**src/rtl/dram_pkg.sv**
```systemverilog
// dram_pkg: command encoding, scheduler states and default timing shared by dram_cmd_sched.
package dram_pkg;
  localparam logic [1:0] CMD_NOP    = 2'b00;
  localparam logic [1:0] CMD_READ   = 2'b01;
  localparam logic [1:0] CMD_WRITE  = 2'b10;
  localparam logic [1:0] CMD_PREALL = 2'b11;
  localparam int DEF_BANKS      = 8;
  localparam int DEF_ROWS       = 128;
  localparam int DEF_COLS       = 8;
  localparam int DEF_DATA_WIDTH = 8;
  localparam int DEF_T_RP       = 2;
  localparam int DEF_T_RCD      = 3;
  localparam int DEF_T_CAS      = 2;
  typedef enum logic [2:0] {IDLE, PRE, ACT, ACCESS, ACK, PRE_ALL} sched_state_t;
endpackage

```
**src/rtl/dram_cmd_sched_if.sv**
```systemverilog
// dram_cmd_sched_if: upstream 4-phase command handshake plus the DRAM primitive bus.
interface dram_cmd_sched_if #(
  parameter int BANK_W     = 3,
  parameter int ROW_W      = 7,
  parameter int COL_W      = 3,
  parameter int DATA_WIDTH = 8
);
  logic                  cmd_req;
  logic [1:0]            cmd;
  logic [BANK_W-1:0]     bank_id;
  logic [ROW_W-1:0]      row_id;
  logic [COL_W-1:0]      col_id;
  logic [DATA_WIDTH-1:0] wr_data;
  logic                  cmd_ack;
  logic [DATA_WIDTH-1:0] rd_data;
  logic                  dram_pre;
  logic                  dram_act;
  logic                  dram_buf_en;
  logic                  dram_buf_rw;
  logic [BANK_W-1:0]     dram_bank_id;
  logic [ROW_W-1:0]      dram_row_id;
  logic [COL_W-1:0]      dram_col_id;
  logic [DATA_WIDTH-1:0] dram_din;
  logic [DATA_WIDTH-1:0] dram_dout;
  modport sched (
    input  cmd_req, cmd, bank_id, row_id, col_id, wr_data, dram_dout,
    output cmd_ack, rd_data, dram_pre, dram_act, dram_buf_en, dram_buf_rw,
           dram_bank_id, dram_row_id, dram_col_id, dram_din
  );
  modport master (
    output cmd_req, cmd, bank_id, row_id, col_id, wr_data, dram_dout,
    input  cmd_ack, rd_data, dram_pre, dram_act, dram_buf_en, dram_buf_rw,
           dram_bank_id, dram_row_id, dram_col_id, dram_din
  );
endinterface

```
**src/rtl/dram_open_row_table.sv**
```systemverilog
// dram_open_row_table: per-bank open-row registers with hit/closed lookup and update/clear ports.
module dram_open_row_table #(
  parameter  int NUM_OF_BANKS = 8,
  parameter  int ROW_W        = 7,
  localparam int BANK_W       = $clog2(NUM_OF_BANKS)
) (
  input  logic              clk,
  input  logic              rst,
  input  logic [BANK_W-1:0] i_lk_bank,
  input  logic [ROW_W-1:0]  i_lk_row,
  output logic              o_hit,
  output logic              o_closed,
  input  logic              i_upd,
  input  logic              i_clr,
  input  logic              i_clr_all,
  input  logic [BANK_W-1:0] i_bank,
  input  logic [ROW_W-1:0]  i_row
);
  logic [NUM_OF_BANKS-1:0] r_valid;
  logic [ROW_W-1:0]        r_row [NUM_OF_BANKS];
  assign o_closed = !r_valid[i_lk_bank];
  assign o_hit    = r_valid[i_lk_bank] && r_row[i_lk_bank] == i_lk_row;
  always_ff @(posedge clk) begin
    if (rst) begin
      r_valid <= '0;
      for (int i = 0; i < NUM_OF_BANKS; i++) r_row[i] <= '0;
    end else if (i_clr_all) begin
      r_valid <= '0;
    end else if (i_clr) begin
      r_valid[i_bank] <= 1'b0;
    end else if (i_upd) begin
      r_valid[i_bank] <= 1'b1;
      r_row[i_bank]   <= i_row;
    end
  end
endmodule

```
**src/rtl/dram_cmd_sched.sv**
```systemverilog
// dram_cmd_sched: open-page scheduler turning 4-phase requests into precharge/activate/access primitives.
// Optional macro DRAM_SCHED_STATS_EN adds saturating stat_hits/stat_misses/stat_closed counters.
module dram_cmd_sched
  import dram_pkg::*;
#(
  parameter  int NUM_OF_BANKS = DEF_BANKS,
  parameter  int NUM_OF_ROWS  = DEF_ROWS,
  parameter  int NUM_OF_COLS  = DEF_COLS,
  parameter  int DATA_WIDTH   = DEF_DATA_WIDTH,
  parameter  int T_RP         = DEF_T_RP,
  parameter  int T_RCD        = DEF_T_RCD,
  parameter  int T_CAS        = DEF_T_CAS,
  localparam int BANK_W       = $clog2(NUM_OF_BANKS),
  localparam int ROW_W        = $clog2(NUM_OF_ROWS),
  localparam int COL_W        = $clog2(NUM_OF_COLS)
) (
  input  logic clk,
  input  logic rst,
  dram_cmd_sched_if.sched bus
`ifdef DRAM_SCHED_STATS_EN
  ,
  output logic [15:0] stat_hits,
  output logic [15:0] stat_misses,
  output logic [15:0] stat_closed
`endif
);
  localparam int TW = 8;
  sched_state_t          r_state, w_state;
  logic [TW-1:0]         r_timer, w_timer;
  logic                  r_entry, w_entry;
  logic [1:0]            r_cmd, w_cmd;
  logic [BANK_W-1:0]     r_bank, w_bank, w_lk_bank;
  logic [ROW_W-1:0]      r_row, w_row;
  logic [COL_W-1:0]      r_col, w_col;
  logic [DATA_WIDTH-1:0] r_wdata, w_wdata, r_rdata, w_rdata;
  logic                  w_hit, w_closed, w_upd, w_clr, w_clr_all;
  // the lookup port follows the incoming request in IDLE and the PRE_ALL sweep otherwise
  assign w_lk_bank = r_state == IDLE ? bus.bank_id : r_bank;
  dram_open_row_table #(.NUM_OF_BANKS(NUM_OF_BANKS), .ROW_W(ROW_W)) u_tbl (
    .clk(clk), .rst(rst),
    .i_lk_bank(w_lk_bank), .i_lk_row(bus.row_id), .o_hit(w_hit), .o_closed(w_closed),
    .i_upd(w_upd), .i_clr(w_clr), .i_clr_all(w_clr_all), .i_bank(r_bank), .i_row(r_row)
  );
  always_comb begin
    w_state   = r_state;
    w_timer   = r_timer;
    w_entry   = 1'b0;
    w_cmd     = r_cmd;
    w_bank    = r_bank;
    w_row     = r_row;
    w_col     = r_col;
    w_wdata   = r_wdata;
    w_rdata   = r_rdata;
    w_upd     = 1'b0;
    w_clr     = 1'b0;
    w_clr_all = 1'b0;
    case (r_state)
      IDLE: if (bus.cmd_req) begin
        w_cmd   = bus.cmd;
        w_bank  = bus.bank_id;
        w_row   = bus.row_id;
        w_col   = bus.col_id;
        w_wdata = bus.wr_data;
        w_entry = 1'b1;
        if (bus.cmd == CMD_NOP) w_state = ACK;
        else if (bus.cmd == CMD_PREALL) begin
          w_state = PRE_ALL;
          w_bank  = '0;
          w_timer = TW'(T_RP - 1);
        end else begin
          w_state = w_hit ? ACCESS : w_closed ? ACT : PRE;
          w_timer = w_hit ? TW'(T_CAS - 1) : w_closed ? TW'(T_RCD - 1) : TW'(T_RP - 1);
        end
      end
      PRE: if (r_timer == '0) begin
        w_clr   = 1'b1;
        w_state = ACT;
        w_timer = TW'(T_RCD - 1);
        w_entry = 1'b1;
      end else w_timer = r_timer - 1'b1;
      ACT: if (r_timer == '0) begin
        w_upd   = 1'b1;
        w_state = ACCESS;
        w_timer = TW'(T_CAS - 1);
      end else w_timer = r_timer - 1'b1;
      ACCESS: if (r_timer == '0) begin
        w_rdata = r_cmd == CMD_READ ? bus.dram_dout : r_rdata;
        w_state = ACK;
      end else w_timer = r_timer - 1'b1;
      ACK: w_state = bus.cmd_req ? ACK : IDLE;
      // closed banks advance after one cycle; open ones hold for a full precharge window
      PRE_ALL: if (w_closed || r_timer == '0) begin
        w_entry = 1'b1;
        w_timer = TW'(T_RP - 1);
        if (r_bank == BANK_W'(NUM_OF_BANKS - 1)) begin
          w_clr_all = 1'b1;
          w_state   = ACK;
        end else w_bank = r_bank + 1'b1;
      end else w_timer = r_timer - 1'b1;
      default: w_state = IDLE;
    endcase
  end
  always_ff @(posedge clk) begin
    if (rst) begin
      r_state <= IDLE;
      r_timer <= '0;
      r_entry <= 1'b0;
      r_cmd   <= CMD_NOP;
      r_bank  <= '0;
      r_row   <= '0;
      r_col   <= '0;
      r_wdata <= '0;
      r_rdata <= '0;
    end else begin
      r_state <= w_state;
      r_timer <= w_timer;
      r_entry <= w_entry;
      r_cmd   <= w_cmd;
      r_bank  <= w_bank;
      r_row   <= w_row;
      r_col   <= w_col;
      r_wdata <= w_wdata;
      r_rdata <= w_rdata;
    end
  end
  assign bus.cmd_ack      = r_state == ACK;
  assign bus.rd_data      = r_rdata;
  assign bus.dram_pre     = r_entry && (r_state == PRE || (r_state == PRE_ALL && !w_closed));
  assign bus.dram_act     = r_entry && r_state == ACT;
  assign bus.dram_buf_en  = r_state == ACCESS;
  assign bus.dram_buf_rw  = r_state == ACCESS && r_cmd == CMD_WRITE;
  assign bus.dram_bank_id = r_bank;
  assign bus.dram_row_id  = r_row;
  assign bus.dram_col_id  = r_col;
  assign bus.dram_din     = r_wdata;
`ifdef DRAM_SCHED_STATS_EN
  logic w_acc_rw;
  assign w_acc_rw = r_state == IDLE && bus.cmd_req && (bus.cmd == CMD_READ || bus.cmd == CMD_WRITE);
  always_ff @(posedge clk) begin
    if (rst) begin
      stat_hits   <= '0;
      stat_misses <= '0;
      stat_closed <= '0;
    end else if (w_acc_rw) begin
      if (w_hit && !(&stat_hits)) stat_hits <= stat_hits + 1'b1;
      if (w_closed && !(&stat_closed)) stat_closed <= stat_closed + 1'b1;
      if (!w_hit && !w_closed && !(&stat_misses)) stat_misses <= stat_misses + 1'b1;
    end
  end
`endif
endmodule

```
**src/flat_wrapper.sv**
```systemverilog
// flat-port wrapper written by rule: the top's interface ports become plain ports
module dram_cmd_sched_flat import dram_pkg::*;
#(
  parameter  int NUM_OF_BANKS = DEF_BANKS,
  parameter  int NUM_OF_ROWS  = DEF_ROWS,
  parameter  int NUM_OF_COLS  = DEF_COLS,
  parameter  int DATA_WIDTH   = DEF_DATA_WIDTH,
  parameter  int T_RP         = DEF_T_RP,
  parameter  int T_RCD        = DEF_T_RCD,
  parameter  int T_CAS        = DEF_T_CAS,
  localparam int BANK_W       = $clog2(NUM_OF_BANKS),
  localparam int ROW_W        = $clog2(NUM_OF_ROWS),
  localparam int COL_W        = $clog2(NUM_OF_COLS)
)
  (clk, rst, bus_cmd_req, bus_cmd, bus_bank_id, bus_row_id, bus_col_id, bus_wr_data, bus_dram_dout, bus_cmd_ack, bus_rd_data, bus_dram_pre, bus_dram_act, bus_dram_buf_en, bus_dram_buf_rw, bus_dram_bank_id, bus_dram_row_id, bus_dram_col_id, bus_dram_din);
  dram_cmd_sched_if #(.BANK_W(3), .ROW_W(7), .COL_W(3), .DATA_WIDTH(DATA_WIDTH)) bus_i ();
  input  logic clk;
  input  logic rst;
  input wire logic [$bits(bus_i.cmd_req)-1:0] bus_cmd_req;
  input wire logic [$bits(bus_i.cmd)-1:0] bus_cmd;
  input wire logic [$bits(bus_i.bank_id)-1:0] bus_bank_id;
  input wire logic [$bits(bus_i.row_id)-1:0] bus_row_id;
  input wire logic [$bits(bus_i.col_id)-1:0] bus_col_id;
  input wire logic [$bits(bus_i.wr_data)-1:0] bus_wr_data;
  input wire logic [$bits(bus_i.dram_dout)-1:0] bus_dram_dout;
  output wire logic [$bits(bus_i.cmd_ack)-1:0] bus_cmd_ack;
  output wire logic [$bits(bus_i.rd_data)-1:0] bus_rd_data;
  output wire logic [$bits(bus_i.dram_pre)-1:0] bus_dram_pre;
  output wire logic [$bits(bus_i.dram_act)-1:0] bus_dram_act;
  output wire logic [$bits(bus_i.dram_buf_en)-1:0] bus_dram_buf_en;
  output wire logic [$bits(bus_i.dram_buf_rw)-1:0] bus_dram_buf_rw;
  output wire logic [$bits(bus_i.dram_bank_id)-1:0] bus_dram_bank_id;
  output wire logic [$bits(bus_i.dram_row_id)-1:0] bus_dram_row_id;
  output wire logic [$bits(bus_i.dram_col_id)-1:0] bus_dram_col_id;
  output wire logic [$bits(bus_i.dram_din)-1:0] bus_dram_din;
  assign bus_i.cmd_req = bus_cmd_req;
  assign bus_i.cmd = bus_cmd;
  assign bus_i.bank_id = bus_bank_id;
  assign bus_i.row_id = bus_row_id;
  assign bus_i.col_id = bus_col_id;
  assign bus_i.wr_data = bus_wr_data;
  assign bus_i.dram_dout = bus_dram_dout;
  assign bus_cmd_ack = bus_i.cmd_ack;
  assign bus_rd_data = bus_i.rd_data;
  assign bus_dram_pre = bus_i.dram_pre;
  assign bus_dram_act = bus_i.dram_act;
  assign bus_dram_buf_en = bus_i.dram_buf_en;
  assign bus_dram_buf_rw = bus_i.dram_buf_rw;
  assign bus_dram_bank_id = bus_i.dram_bank_id;
  assign bus_dram_row_id = bus_i.dram_row_id;
  assign bus_dram_col_id = bus_i.dram_col_id;
  assign bus_dram_din = bus_i.dram_din;
  dram_cmd_sched #(.NUM_OF_BANKS(NUM_OF_BANKS), .NUM_OF_ROWS(NUM_OF_ROWS), .NUM_OF_COLS(NUM_OF_COLS), .DATA_WIDTH(DATA_WIDTH), .T_RP(T_RP), .T_RCD(T_RCD), .T_CAS(T_CAS)) u_core (.clk(clk), .rst(rst), .bus(bus_i));
endmodule
```
**config.mk**
```make
export PLATFORM = sky130hd
export DESIGN_NAME = dram_cmd_sched_flat
export DESIGN_NICKNAME = d
export VERILOG_FILES = /design/src/rtl/dram_pkg.sv /design/src/rtl/dram_cmd_sched_if.sv /design/src/rtl/dram_open_row_table.sv /design/src/rtl/dram_cmd_sched.sv /design/src/flat_wrapper.sv
export SDC_FILE = /design/constraint.sdc
export NUM_CORES = 1
export LEC_CHECK = 0
export BUFFER_PORTS_ARGS = -buffer_cell sky130_fd_sc_hd__buf_2
export CELL_PAD_IN_SITES_DETAIL_PLACEMENT = 2
export CELL_PAD_IN_SITES_GLOBAL_PLACEMENT = 2
export CORE_MARGIN = 2
export CORE_UTILIZATION = 37
export CTS_CLUSTER_SIZE = 8
export DETAILED_ROUTE_END_ITERATION = 6
export PLACE_DENSITY_LB_ADDON = 0.15
export SYNTH_ARGS = -nofsm -noshare
export SYNTH_HDL_FRONTEND = slang
export SYNTH_SLANG_ARGS = --single-unit
```
**constraint.sdc**
```tcl
create_clock -name clk -period 4.01 [get_ports clk]
set_clock_uncertainty 0.2 [all_clocks]
set_input_delay 0.6015 -clock clk [delete_from_list [all_inputs] [get_ports clk]]
set_output_delay 0.6015 -clock clk [all_outputs]
set_load 0.05 [all_outputs]
```
After elaboration in Yosys (flattened, before gate mapping) --
Memory sizes are Yosys's and may differ from the RTL's. Cells that the tools add are included.
Word-level totals: bits in registers 51, latch bits 0, RAM bits 56, bits in read-only memories 0, input bits 34, output and inout port bits 34, logic and storage cells 114, memories kept 1
Memory list:
- u_core.u_tbl.r_row | depth 8, bits a word 7, rd ports 1, clocked after memory_dff 0, wr ports 8, RTL line dram_open_row_table.sv:20 | logic [ROW_W-1:0] r_row [NUM_OF_BANKS];
Operators by class: add/sub/neg operators 2, multipliers 0, divide/modulo/power cells 0, order comparisons 3, eq/ne operators 19, shift-type cells 0, mux-type cells 54, bitwise operators 3, reduce and logical (&&, ||, !) cells 22
Operator list (count):
- $mux W8 | 10
- $mux W3 | 17
- $pmux W8 S5 | 1
- $mux W1 | 18
- $pmux W3 S6 | 1
- $ne A2 B1 Y1 const B | 5
- $eq A3 B3 Y1 const B | 3
- $and A8 B8 Y8 | 1
- $logic_not A8 Y1 | 1
- $lt A3 B4 Y1 const B | 2
- $ne A2 B2 Y1 const B | 4
- $not A8 Y8 | 1
- $or A8 B8 Y8 | 1
- $reduce_and A4 Y1 | 2
- $sub A8 B1 Y8 const B | 1
- $eq A7 B7 Y1 | 1
- $mux W7 | 1
- $reduce_or A7 Y1 | 1
- $eq A3 B2 Y1 const B | 2
- $logic_and A1 B1 Y1 | 6
- $pmux W3 S2 | 1
- $reduce_and A6 Y1 | 1
- $reduce_bool A5 Y1 | 1
- $eq A2 B2 Y1 const B | 2
- 16 further kinds | 19

Longest topological paths before layout --
Gate-level depths: netlist of run 1.
word-level depth 13, mapped depth 9, gate-level depth less buffers 9

Modules after synthesis --
A second synthesis of run 1 with hierarchy kept.
Second synthesis, totals: cells, all modules 480, area total of the unflattened synthesis 5233.8 um^2
By module, submodules not included:
- dram_open_row_table | instances 1, cells each 216, area an instance 3123.0 um^2, sequential area each 1841.8 um^2
- dram_cmd_sched | instances 1, cells each 264, area an instance 2110.8 um^2, sequential area each 860.8 um^2

Worst setup path after synthesis of run 1 --
Ideal clock, no wire load.
path type input to output, start point in bus_bank_id[2], end point out bus_dram_pre, arrival 2.759 ns, data required time 3.208 ns, path slack 0.449 ns, stages on the path 6, buffers on the path 2, cells stage by stage or4b_1 > buf_2 > and2_1 > buf_6 > mux4_2 > a21oi_1
On the way: longest elaborated chain between the ends 6
Ends and longest elaborated chain:
- start: declaration | RTL line flat_wrapper.sv:21 | input wire logic [$bits(bus_i.bank_id)-1:0] bus_bank_id;
- $mux W3 | RTL line dram_cmd_sched.sv:38 | assign w_lk_bank = r_state == IDLE ? bus.bank_id : r_bank;
- $bmux W1 S3 | RTL line dram_open_row_table.sv:21 | assign o_closed = !r_valid[i_lk_bank];
- $mux W1 (not written as such) | RTL line dram_open_row_table.sv:21
- $logic_and A1 B1 Y1 | RTL line dram_cmd_sched.sv:128 | assign bus.dram_pre = r_entry && (r_state == PRE || (r_state == PRE_ALL && !w_closed));
- $logic_or A1 B1 Y1 | RTL line dram_cmd_sched.sv:128
- $logic_and A1 B1 Y1 | RTL line dram_cmd_sched.sv:128
- end: declaration | RTL line flat_wrapper.sv:28 | output wire logic [$bits(bus_i.dram_pre)-1:0] bus_dram_pre;
Every way passes these cells. The select of a mux whose other input is x is not followed.

Worst setup path in the final report of run 1 --
start point reg u_core.r_state[0], end point out bus_dram_pre
On the way: longest elaborated chain between the ends 7, elaborated cells on any way between the ends 9, classes of those cells 2 x eq/ne; 3 x mux; 4 x reduce/logical
Ends and longest elaborated chain:
- start: declaration | RTL line dram_cmd_sched.sv:28 | sched_state_t r_state, w_state;
- start signal: assignment | RTL line dram_cmd_sched.sv:115 | r_state <= w_state;
- $logic_not A3 Y1 | RTL line dram_cmd_sched.sv:38
- $mux W3 | RTL line dram_cmd_sched.sv:38
- $bmux W1 S3 | RTL line dram_open_row_table.sv:21
- $mux W1 (not written as such) | RTL line dram_open_row_table.sv:21
- $logic_and A1 B1 Y1 | RTL line dram_cmd_sched.sv:128
- $logic_or A1 B1 Y1 * | RTL line dram_cmd_sched.sv:128
- $logic_and A1 B1 Y1 * | RTL line dram_cmd_sched.sv:128
Mark *: on every way between the ends. The rest lies on a longest branch, timed or not. The select of a mux whose other input is x is not followed.

==> qor.yml, run 1 <==
floorplanning:
  fp.dieH_um: 124.1
  initial_core_util_pct: 38.15
  ios: 68
  die_area_um2: 15400
  core_area_um2: 13990
  rows: 43
  die_w_um: 124.1
sta:
  setup_violations: 0
  final.setup.tns_ps: 0
  rsz0062_at_grt: "no"
  slew_violations: 0
  timing.fmax_mhz: 264.8
  period_needed_ps: 3776
  final.period_utilization_pct: 94.17
  slew_headroom_pct: 35.34
  final_hold_viol_count: 0
  max_slew.worst_pin.slew_ps: 962.5
clock_tree:
  clk_pin_slew_ps: 70
  ctsResizeCount: 0
  clkLatencyLatePin_ps: 360
  cts-root-buf: "clkbuf_16"
  post_cts_buffers: 0
  holdBufCountCts: 0
  clkSinkCount: 107
  cts_buffers: 9
  cts_buffer_depth: 2
  tritoncts: "built"
  h-tree-depth: 3
grt:
  grt_max_degree: 51
  antenna_found_initial: 1
  grt_use_total_pct: 22.37
  grt_pass1_vias: 4480
  grt_first_pass_wirelength_um: 25470
  grt.overflow.total: 0
worst_setup_path:
  critPathKind: "flip-flop to output pin"
  arrival_ps: 2970
  rrSetupSlack_ps: 760
  start_kind: "flip-flop"
  cp_cell_sequence: "nor3_4, mux2_2, mux2i_1, mux4_2, a21oi_1, buf_2"
  critPathCaptureType: "output pin"
  worstPathRequired_ps: 3210
  critPathMaxStageDelay_ps: 630
  crit_slowest_cell: "mux4_2"
  critPathMaxFanout: 20
finish:
  antenna_cells: 0
  nNetsFinal: 622
  syn_to_final_growth_pct: 15.78
  design_area_um2: 6178
  nFillCells: 1536
  drive_above_1_share_pct: 20.78
synth:
  yosysWarningCount: 0
  syn_area_um2: 5336
  async_flop_share_pct: 0
  syn_nets: 555
  yosysSeqAreaShare_pct: 50.64
  synth_area_per_cell_um2: 10.36
  synth.ff_latch_count: 107
  synth_edf_count: 56
  yosys-top-cells-count: "and2_1 (60), nand2_1 (58), edfxtp_1 (56)"
  synth_most_common_cell: "and2_1"
  synthTopCellsByArea: "edfxtp_1 (32%), dfxtp_1 (19%), and2_1 (7.0%), mux2i_1 (6.8%), nand2_1 (4.1%)"
  ys.flop_type: "edfxtp_1"
  synth_top_area_share_pct: 31.51
  syn_inst: 515
  ys_types: 56
  synth.largest_area_cell: "edfxtp_1"
power:
  p_leak_nw: 2.477
  p_sw_share_pct: 43.29
  p_sw_mw: 1.796
  comb_power_share_pct: 44.2
  clockPowerShare_pct: 20.9
  ir_drop_uv: 270.0
  seqPwrFrac_pct: 34.9
  internal_power_mw: 2.354
  power_density_nw_per_um2: 671.7
place:
  portBuffers: 67
  placed_cell_area_um2: 5894
  hpwl_um: 11840
  gp_congestion: 0.8229
route:
  wl_per_cell_um: 21.04
  routed_wl_um: 16140
  drt_iter0_markers: 285
  vias: 4245
  drt_pass1_iterations: 4
  viasPerCell: 5.535
  ant_nets: 0
  drc_errors: 0
min_path:
  hold_path_class: "flip-flop to flip-flop"
status:
  status: "finished clean"
flow_run:
  maxCapViolCount: 0
[final cells by class]
class | instances | area (um2) | area share [%]
sequential | 107 | 2703 | 43.74
multi-input combinational | 370 | 2482 | 40.18
timing repair buffer | 82 | 447.9 | 7.250
clock buffer | 10 | 229.0 | 3.706
tap | 180 | 225.2 | 3.645
clock inverter | 6 | 46.29 | 0.7493
inverter | 12 | 45.04 | 0.7290
[cells by family after synthesis]
logic type | Yosys count | synth area share, %
simple gates | 204 | 20.12
xor+xnor | 7 | 1.149
compound gates | 104 | 12.71
buf+inv | 38 | 3.001
mux | 49 | 10.97
fa+ha+maj | 6 | 1.407
flops | 107 | 50.64
[per-layer routing]
metal	share of wire (%)	routed length [um]	global-route usage, %
met1	48	7670	31.15
met2	47	7528	35.59
met3	4.7	763	4.853
met5	0.093	15	0
met4	1.0	161	5.337
[worst max-delay path, delay by kind of cell (launching register included)]
kind,cells,cell delay (ps)
simple gates,1,360
buf+inv,1,270
mux,3,1410
flops,1,390
compound gates,1,180
[power by group through the flow]
stage	Clock [mW]	Sequential (mW)	Combinational, mW
3_5_place_dp	0	1.47	1.83
4_1_cts	0.884	1.45	1.84
6_report	0.867	1.45	1.83
5_1_grt	0.925	1.47	2.01
2_1_floorplan	0	1.58	1.18
3_3_place_gp	0	1.46	1.74
[state kept, by name (all words and copies together) (netlist names), named ones only]
register,cells
u_core.u_tbl.r_row,56
u_core.bus.dram_din,8
u_core.bus.rd_data,8
u_core.r_timer,8
u_core.bus.dram_row_id,7
u_core.bus.dram_bank_id,3
u_core.bus.dram_col_id,3
u_core.r_state,3
u_core.r_cmd,2
u_core.r_entry,1
[placed cells by master, fill, tap and decap left out, drive strengths merged, types with 4 or more instances in the layout]
cell type / instances
clkbuf: 10
or2: 8
edfxtp: 56
and3: 4
a211oi: 10
a2111oi: 9
mux2i: 36
and2: 61
nor3b: 6
nor2b: 6
nand2: 59
mux2: 6
nor2: 30
o2bb2ai: 4
nor4: 4
o21ai: 14
ha: 6
dfxtp: 51
nor3: 10
xor2: 5
o22ai: 4
nand3: 6
buf: 82
a21boi: 6
inv: 16
a21oi: 40
mux4: 7
[stage by stage]
| step | total power [mW] | utilization, % | setup WS [ps] | instances | hold slack (ps) |
|---|---|---|---|---|---|
| floorplan | 2.755 | - | 449.2 | 515 | 233.3 |
| finish | 4.150 | 44.17 | 233.9 | 767 | 253.9 |
| CTS | 4.168 | 44.11 | 146.0 | 767 | 260.9 |
| global placement | 3.201 | 42.14 | 617.7 | 751 | 238.9 |
| global route | 4.404 | 44.17 | 121.5 | 767 | 271.5 |
| detailed placement | 3.294 | 42.14 | 571.2 | 751 | 250.4 |
[worst paths after layout]
check / to / start / cells past startpoint
setup / recovery: bus_dram_pre / u_core.r_state[0] / 6
hold / removal: u_core.bus.dram_din[5] / u_core.bus.dram_din[5] / 2
setup reg to reg: flip-flop / u_core.r_state[0] / 7
hold reg to reg: u_core.bus.dram_din[5] / u_core.bus.dram_din[5] / 2
Note: power is estimated with default switching activity, not from simulation.
==> run 2, diff against run 1 <==
--- a/config.mk
+++ b/config.mk
@@ -13,6 +13,7 @@
 export CTS_CLUSTER_SIZE = 8
 export DETAILED_ROUTE_END_ITERATION = 6
 export PLACE_DENSITY_LB_ADDON = 0.15
+export SETUP_SLACK_MARGIN = 0.3
 export SYNTH_ARGS = -nofsm -noshare
 export SYNTH_HDL_FRONTEND = slang
 export SYNTH_SLANG_ARGS = --single-unit
==> run 2 against run 1 <==
Effect of this change:
- sequential power barely moved
- worst setup slack improved by 210 ps
- register-to-register slack gained 180 ps
- core utilization grew 0.20 points
- first-iteration DRC count fell by 6.3%
- final area up 0.45%
- combinational power grew 2%
- final cell count grew 0.26%
- clock power hardly changed
- count of clock-buffer cells in the layout unchanged
- non-clock buffer count increased by 2
- largest cell class unchanged
- largest power group unchanged
==> qor.yml, run 2 (synthesis gave the netlist of run 1 again) <==
power:
  p_leak_nw: 2.489  # +0.48%
  power_mw: 4.187  # +0.90%
  clockPowerShare_pct: 20.7  # -0.2 points
  p_sw_mw: 1.805  # +0.49%
  internal_power_mw: 2.382  # +1.2%
  ir_drop_uv: 269.1  # -0.33%
  p_sw_share_pct: 43.11  # -0.18 points
  seqPwrFrac_pct: 34.7  # -0.2 points
  comb_power_share_pct: 44.7  # +0.5 points
  power_density_nw_per_um2: 674.7  # +0.45%
sta:
  max_slew.worst_pin.slew_ps: 1029  # +66.58 ps
  slew_headroom_pct: 30.87  # -4.5 points
  slew_violations: 0  # unchanged
  rsz0062_at_grt: "no"
  setup_violations: 0  # unchanged
  final_hold_viol_count: 0  # unchanged
  timing.fmax_mhz: 280.5  # +5.9%
  final.setup.tns_ps: 0  # unchanged
  timing.final.ws_setup_ps: 444.5  # +210.6 ps
  period_needed_ps: 3565  # -210.6 ps
  final.period_utilization_pct: 88.91  # -5.3 points
worst_setup_path:
  worstPathRequired_ps: 3210  # about the same
  critPathKind: "flip-flop to output pin"
  crit_family: "multiplexers"
  crit_buf_inv: 1  # unchanged
  critPathMaxStageDelay_ps: 620  # about the same
  crit_slowest_cell: "mux4_2"
  start_kind: "flip-flop"
  critPathCaptureType: "output pin"
  cp_cell_sequence: "nor3_4, mux2_4, mux2i_1, mux4_2, a21oi_1, buf_2"
  arrival_ps: 2760  # -210 ps
  critPathMaxFanout: 20  # unchanged
route:
  vias: 4225  # -0.47%
  drc_errors: 0  # unchanged
  drt_pass1_iterations: 4  # unchanged
  routed_wl_um: 16150  # about the same
  ant_nets: 0  # unchanged
  drt_iter0_markers: 267  # -6.3%
  wl_per_cell_um: 21.01  # -0.17%
  viasPerCell: 5.494  # -0.73%
clock_tree:
  clk_pin_slew_ps: 70  # about the same
  h-tree-depth: 3  # unchanged
  tritoncts: "built"
  cts_buffers: 9  # unchanged
  cts_buffer_depth: 2  # unchanged
  holdBufCountCts: 0  # unchanged
  clkSinkCount: 107  # unchanged
  clkLatencyLatePin_ps: 360  # about the same
  cts-root-buf: "clkbuf_16"
floorplanning:
  die_w_um: 124.1  # unchanged
  die_area_um2: 15400  # unchanged
  fp.dieH_um: 124.1  # unchanged
  ios: 68  # unchanged
  initial_core_util_pct: 38.15  # unchanged
  rows: 43  # unchanged
  core_area_um2: 13990  # unchanged
finish:
  layout_commonest_cell: "buf_2"
  antenna_cells: 0  # unchanged
  largest_reg_flops: 56  # unchanged
  final_util_pct: 44.36  # +0.20 points
  nNetsFinal: 624  # +0.32%
  design_area_um2: 6206  # +0.45%
  final_cell_mix: "buf_2 (67), and2_1 (59), nand2_1 (58)"
  regMostFlops: "u_core.u_tbl.r_row"
  drive_above_1_share_pct: 21.56  # +0.78 points
  syn_to_final_growth_pct: 16.30
grt:
  grt_first_pass_wirelength_um: 25490  # about the same
  grt_max_degree: 51  # unchanged
  grt_pass1_vias: 4481  # +0.022%
  antenna_found_initial: 1  # unchanged
  grt.overflow.total: 0  # unchanged
  grt_use_total_pct: 22.37  # unchanged
place:
  pre_cts_ws_ps: 571.2  # unchanged
  placed_cell_area_um2: 5894  # unchanged
  gp_congestion: 0.8229  # unchanged
  portBuffers: 67  # unchanged
  hpwl_um: 11840  # unchanged
flow_run:
  maxCapViolCount: 0  # unchanged
status:
  status: "finished clean"
min_path:
  hold_path_class: "flip-flop to flip-flop"
run 2: cell count changes in the layout (fill, tap and decap cells not counted), sizes merged:
| cell | change |
|---|---|
| buf | +2 |
run 2: worst paths after layout:
path	from	end	slack, ps	cells past startpoint
worst max register to register	u_core.r_timer[2]	u_core.u_tbl.r_row[3][0]	940	8
worst max-delay path	u_core.r_state[0]	bus_dram_pre	440	6
worst min register to register	u_core.bus.dram_din[5]	u_core.bus.dram_din[5]	250	2
worst min-delay path	u_core.bus.dram_din[5]	u_core.bus.dram_din[5]	250	2
run 2: timing repair:
action                     in CTS  in global routing
hold endpoints to repair        0                  0
buffers inserted                0                  2
resized for setup               2                  3
pin swaps                       0                  2
cloned                          0                  0
setup endpoints to repair       1                  1
run 2: per-layer routing:
metal	GRT usage, %	part of all wire, %	vias up
met1	31.00	48	2137
met3	4.853	4.0	12
li1	-	-	1992
met5	0	0.093	-
met2	35.76	47	82
met4	5.337	0.89	2
run 2: layout make-up:
type | count | area [um2]
clock buffer | 10 | 229.0
timing repair buffer | 84 | 462.9
clock inverter | 6 | 46.29
multi-input combinational | 370 | 2495
sequential | 107 | 2703
fill | 1530 | 7782
inverter | 12 | 45.04
tap | 180 | 225.2
run 2: tightest hold or removal path: stages (launching register included):
cell	delay, ps
dfxtp_1	310
nand2_1	50
a21oi_1	50
run 2: power by group through the flow:
| stage | Clock [mW] | Combinational [mW] | Sequential [mW] |
|---|---|---|---|
| CTS | 0.884 | 1.84 | 1.45 |
| global placement | 0 | 1.74 | 1.46 |
| detailed placement | 0 | 1.83 | 1.47 |
| finish | 0.865 | 1.87 | 1.45 |
| floorplan | 0 | 1.18 | 1.58 |
| global route | 0.924 | 2.04 | 1.47 |
run 2: through the flow:
step	cells	hold WS (ps)
CTS	767	260.9
global route	769	271.5
floorplan	515	233.3
global placement	751	238.9
detailed placement	751	250.4
finish	769	253.9
==> run 3, diff against run 2 <==
--- a/config.mk
+++ b/config.mk
@@ -12,7 +12,7 @@
 export CORE_UTILIZATION = 37
 export CTS_CLUSTER_SIZE = 8
 export DETAILED_ROUTE_END_ITERATION = 6
-export PLACE_DENSITY_LB_ADDON = 0.15
+export PLACE_DENSITY_LB_ADDON = 0.3
 export SETUP_SLACK_MARGIN = 0.3
 export SYNTH_ARGS = -nofsm -noshare
 export SYNTH_HDL_FRONTEND = slang
==> run 3 against run 2 <==
Effect of this change:
- hold slack improved by 12 ps
- count of clock-buffer cells in the layout shrank 1
- fmax decreased by 0.49%
- critical path depth shrank 1
- sequential share of layout area is essentially flat
- via count rose by 2.4%
- final cell count down 0.26%
- routed wire length rose by 3.8%
- largest cell class unchanged
- highest routed layer is now met4
==> qor.yml, run 3 (synthesis gave the netlist of run 1 again) <==
place:
  portBuffers: 67  # unchanged
  hpwl_um: 12310  # +3.9%
  dp.cells: 749  # -0.27%
  placed_cell_area_um2: 5879  # -0.25%
  gp_congestion: 0.8216  # -0.16%
sta:
  final_hold_viol_count: 0  # unchanged
  period_needed_ps: 3583  # +17.42 ps
  timing.fmax_mhz: 279.1  # -0.49%
  final.period_utilization_pct: 89.35  # +0.43 points
  slew_headroom_pct: 33.29  # +2.4 points
  setup_violations: 0  # unchanged
  slew_violations: 0  # unchanged
  holdWs_ps: 265.5  # +11.54 ps
  max_slew.worst_pin.slew_ps: 972.8  # -56.25 ps
  final.setup.tns_ps: 0  # unchanged
  rsz0062_at_grt: "no"
worst_setup_path:
  reg2reg_to: "u_core.r_state[1]"
  worstPathRequired_ps: 3210  # about the same
  start_kind: "flip-flop"
  critPathMaxFanout: 8  # -60%
  r2r_start: "u_core.r_state[0]"
  arrival_ps: 2780  # +20 ps
  r2r.worst_path.cells: 7  # -1
  rrSetupSlack_ps: 820  # -120 ps
  critPathCaptureType: "output pin"
  critPathKind: "flip-flop to output pin"
min_path:
  hold_depth: 2  # unchanged
  hold_end: "u_core.bus.dram_din[0]"
  hold_path_class: "flip-flop to flip-flop"
  worstHoldStart: "u_core.bus.dram_din[0]"
grt:
  grt_use_total_pct: 23.36  # +0.99 points
  grt.overflow.total: 0  # unchanged
  grt_first_pass_wirelength_um: 26700  # +4.7%
  grt_max_degree: 34  # -33%
  antenna_found_initial: 0  # -1
  grt_pass1_vias: 4651  # +3.8%
floorplanning:
  fp.dieH_um: 124.1  # unchanged
  ios: 68  # unchanged
  rows: 43  # unchanged
  die_w_um: 124.1  # unchanged
  initial_core_util_pct: 38.15  # unchanged
  die_area_um2: 15400  # unchanged
  core_area_um2: 13990  # unchanged
finish:
  final_cell_mix: "buf_2 (67), and2_1 (60), nand2_1 (58)"
  antenna_cells: 0  # unchanged
  largest_reg_flops: 56  # unchanged
  nNetsFinal: 622  # -0.32%
  layout_commonest_cell: "buf_2"
  layoutNonFillerInstCount: 767  # -0.26%
  syn_to_final_growth_pct: 16.23  # about the same
  regMostFlops: "u_core.u_tbl.r_row"
  final_util_pct: 44.34  # about the same
  drive_above_1_share_pct: 21.12  # -0.44 points
  design_area_um2: 6202  # about the same
route:
  vias: 4327  # +2.4%
  top_layer_used: "met4"
  ant_nets: 0  # unchanged
  drt-met1-wl_um: 7642  # -1.6%
  route.met3.wl_um: 750  # +16%
  wl_per_cell_um: 21.87  # +4.1%
  wl_met2_um: 7964  # +5.1%
  viasPerCell: 5.641  # +2.7%
  drt_pass1_iterations: 4  # unchanged
  drt_iter0_markers: 179  # -33%
  routed_wl_um: 16770  # +3.8%
  drc_errors: 0  # unchanged
clock_tree:
  cts-root-buf: "clkbuf_16"
  clkSinkCount: 107  # unchanged
  cts_buffer_depth: 2  # unchanged
  cts_buffers: 9  # unchanged
  clk_pin_slew_ps: 80  # about the same
  clkLatencyLatePin_ps: 360  # about the same
  h-tree-depth: 3  # unchanged
  holdBufCountCts: 0  # unchanged
  tritoncts: "built"
power:
  ir_drop_uv: 250.3  # -7.0%
  power_density_nw_per_um2: 674.8  # about the same
  p_leak_nw: 2.486  # -0.12%
flow_run:
  maxCapViolCount: 0  # unchanged
status:
  status: "finished clean"
## run 3: cell count changes in the layout (fill, tap and decap cells not counted), sizes merged
cell      previous run  this run
buf                 84        82
clkinvlp             0         1
clkbuf              10         9
## run 3: through the flow
| step | total power, mW | setup WS, ps |
|---|---|---|
| 2_1_floorplan | 2.755 | 449.2 |
| 3_3_place_gp | 3.157 | 608.8 |
| 3_5_place_dp | 3.273 | 545.3 |
| 4_1_cts | 4.194 | 339.7 |
| 5_1_grt | 4.443 | 309.7 |
| 6_report | 4.185 | 427.1 |
## run 3: layout make-up
class / count / area (um2)
well taps: 180 / 225.2
inverters: 12 / 45.04
flip-flops and latches: 107 / 2703
multi-input cells: 370 / 2486
repair buffers: 82 / 447.9
fillers: 1524 / 7786
clock inverters: 7 / 70.07
clock buffers: 9 / 225.2
## run 3: critical path: stages (launching register included)
cell and delay (ps):
dfxtp_1 390, or4b_1 700, and2_1 310, mux4_2 570, a21oi_1 170, buf_2 270
## run 3: metal layers
| metal | GRT usage [%] | vias up |
|---|---|---|
| li1 | - | 1994 |
| met1 | 31.79 | 2203 |
| met2 | 36.68 | 100 |
| met3 | 4.716 | 30 |
| met4 | 8.919 | 0 |
| met5 | 0 | - |
## run 3: how the worst max path moves through the flow
stage,startpoint,end,slack (ps),cells past startpoint
detailed placement,bus_bank_id[2],bus_dram_pre,550,6
CTS,u_core.r_state[0],bus_dram_pre,340,5
finish,u_core.r_state[0],bus_dram_pre,430,5
global placement,bus_bank_id[2],bus_dram_pre,610,6
global route,u_core.r_state[0],bus_dram_pre,310,5
floorplan,bus_bank_id[2],bus_dram_pre,450,6
## run 3: repair_timing
item | 4_1_cts | 5_1_grt
endpoints found under the setup margin | 1 | 1
gates resized for setup | 1 | 1
setup buffers | 0 | 2
## run 3: power by group
group / internal [mW] / leakage (nW) / switching (mW)
Sequential: 1.29 / 0.994 / 0.165
Clock: 0.440 / 0.143 / 0.461
Combinational: 0.611 / 1.35 / 1.22
Total: 2.34 / 2.49 / 1.84
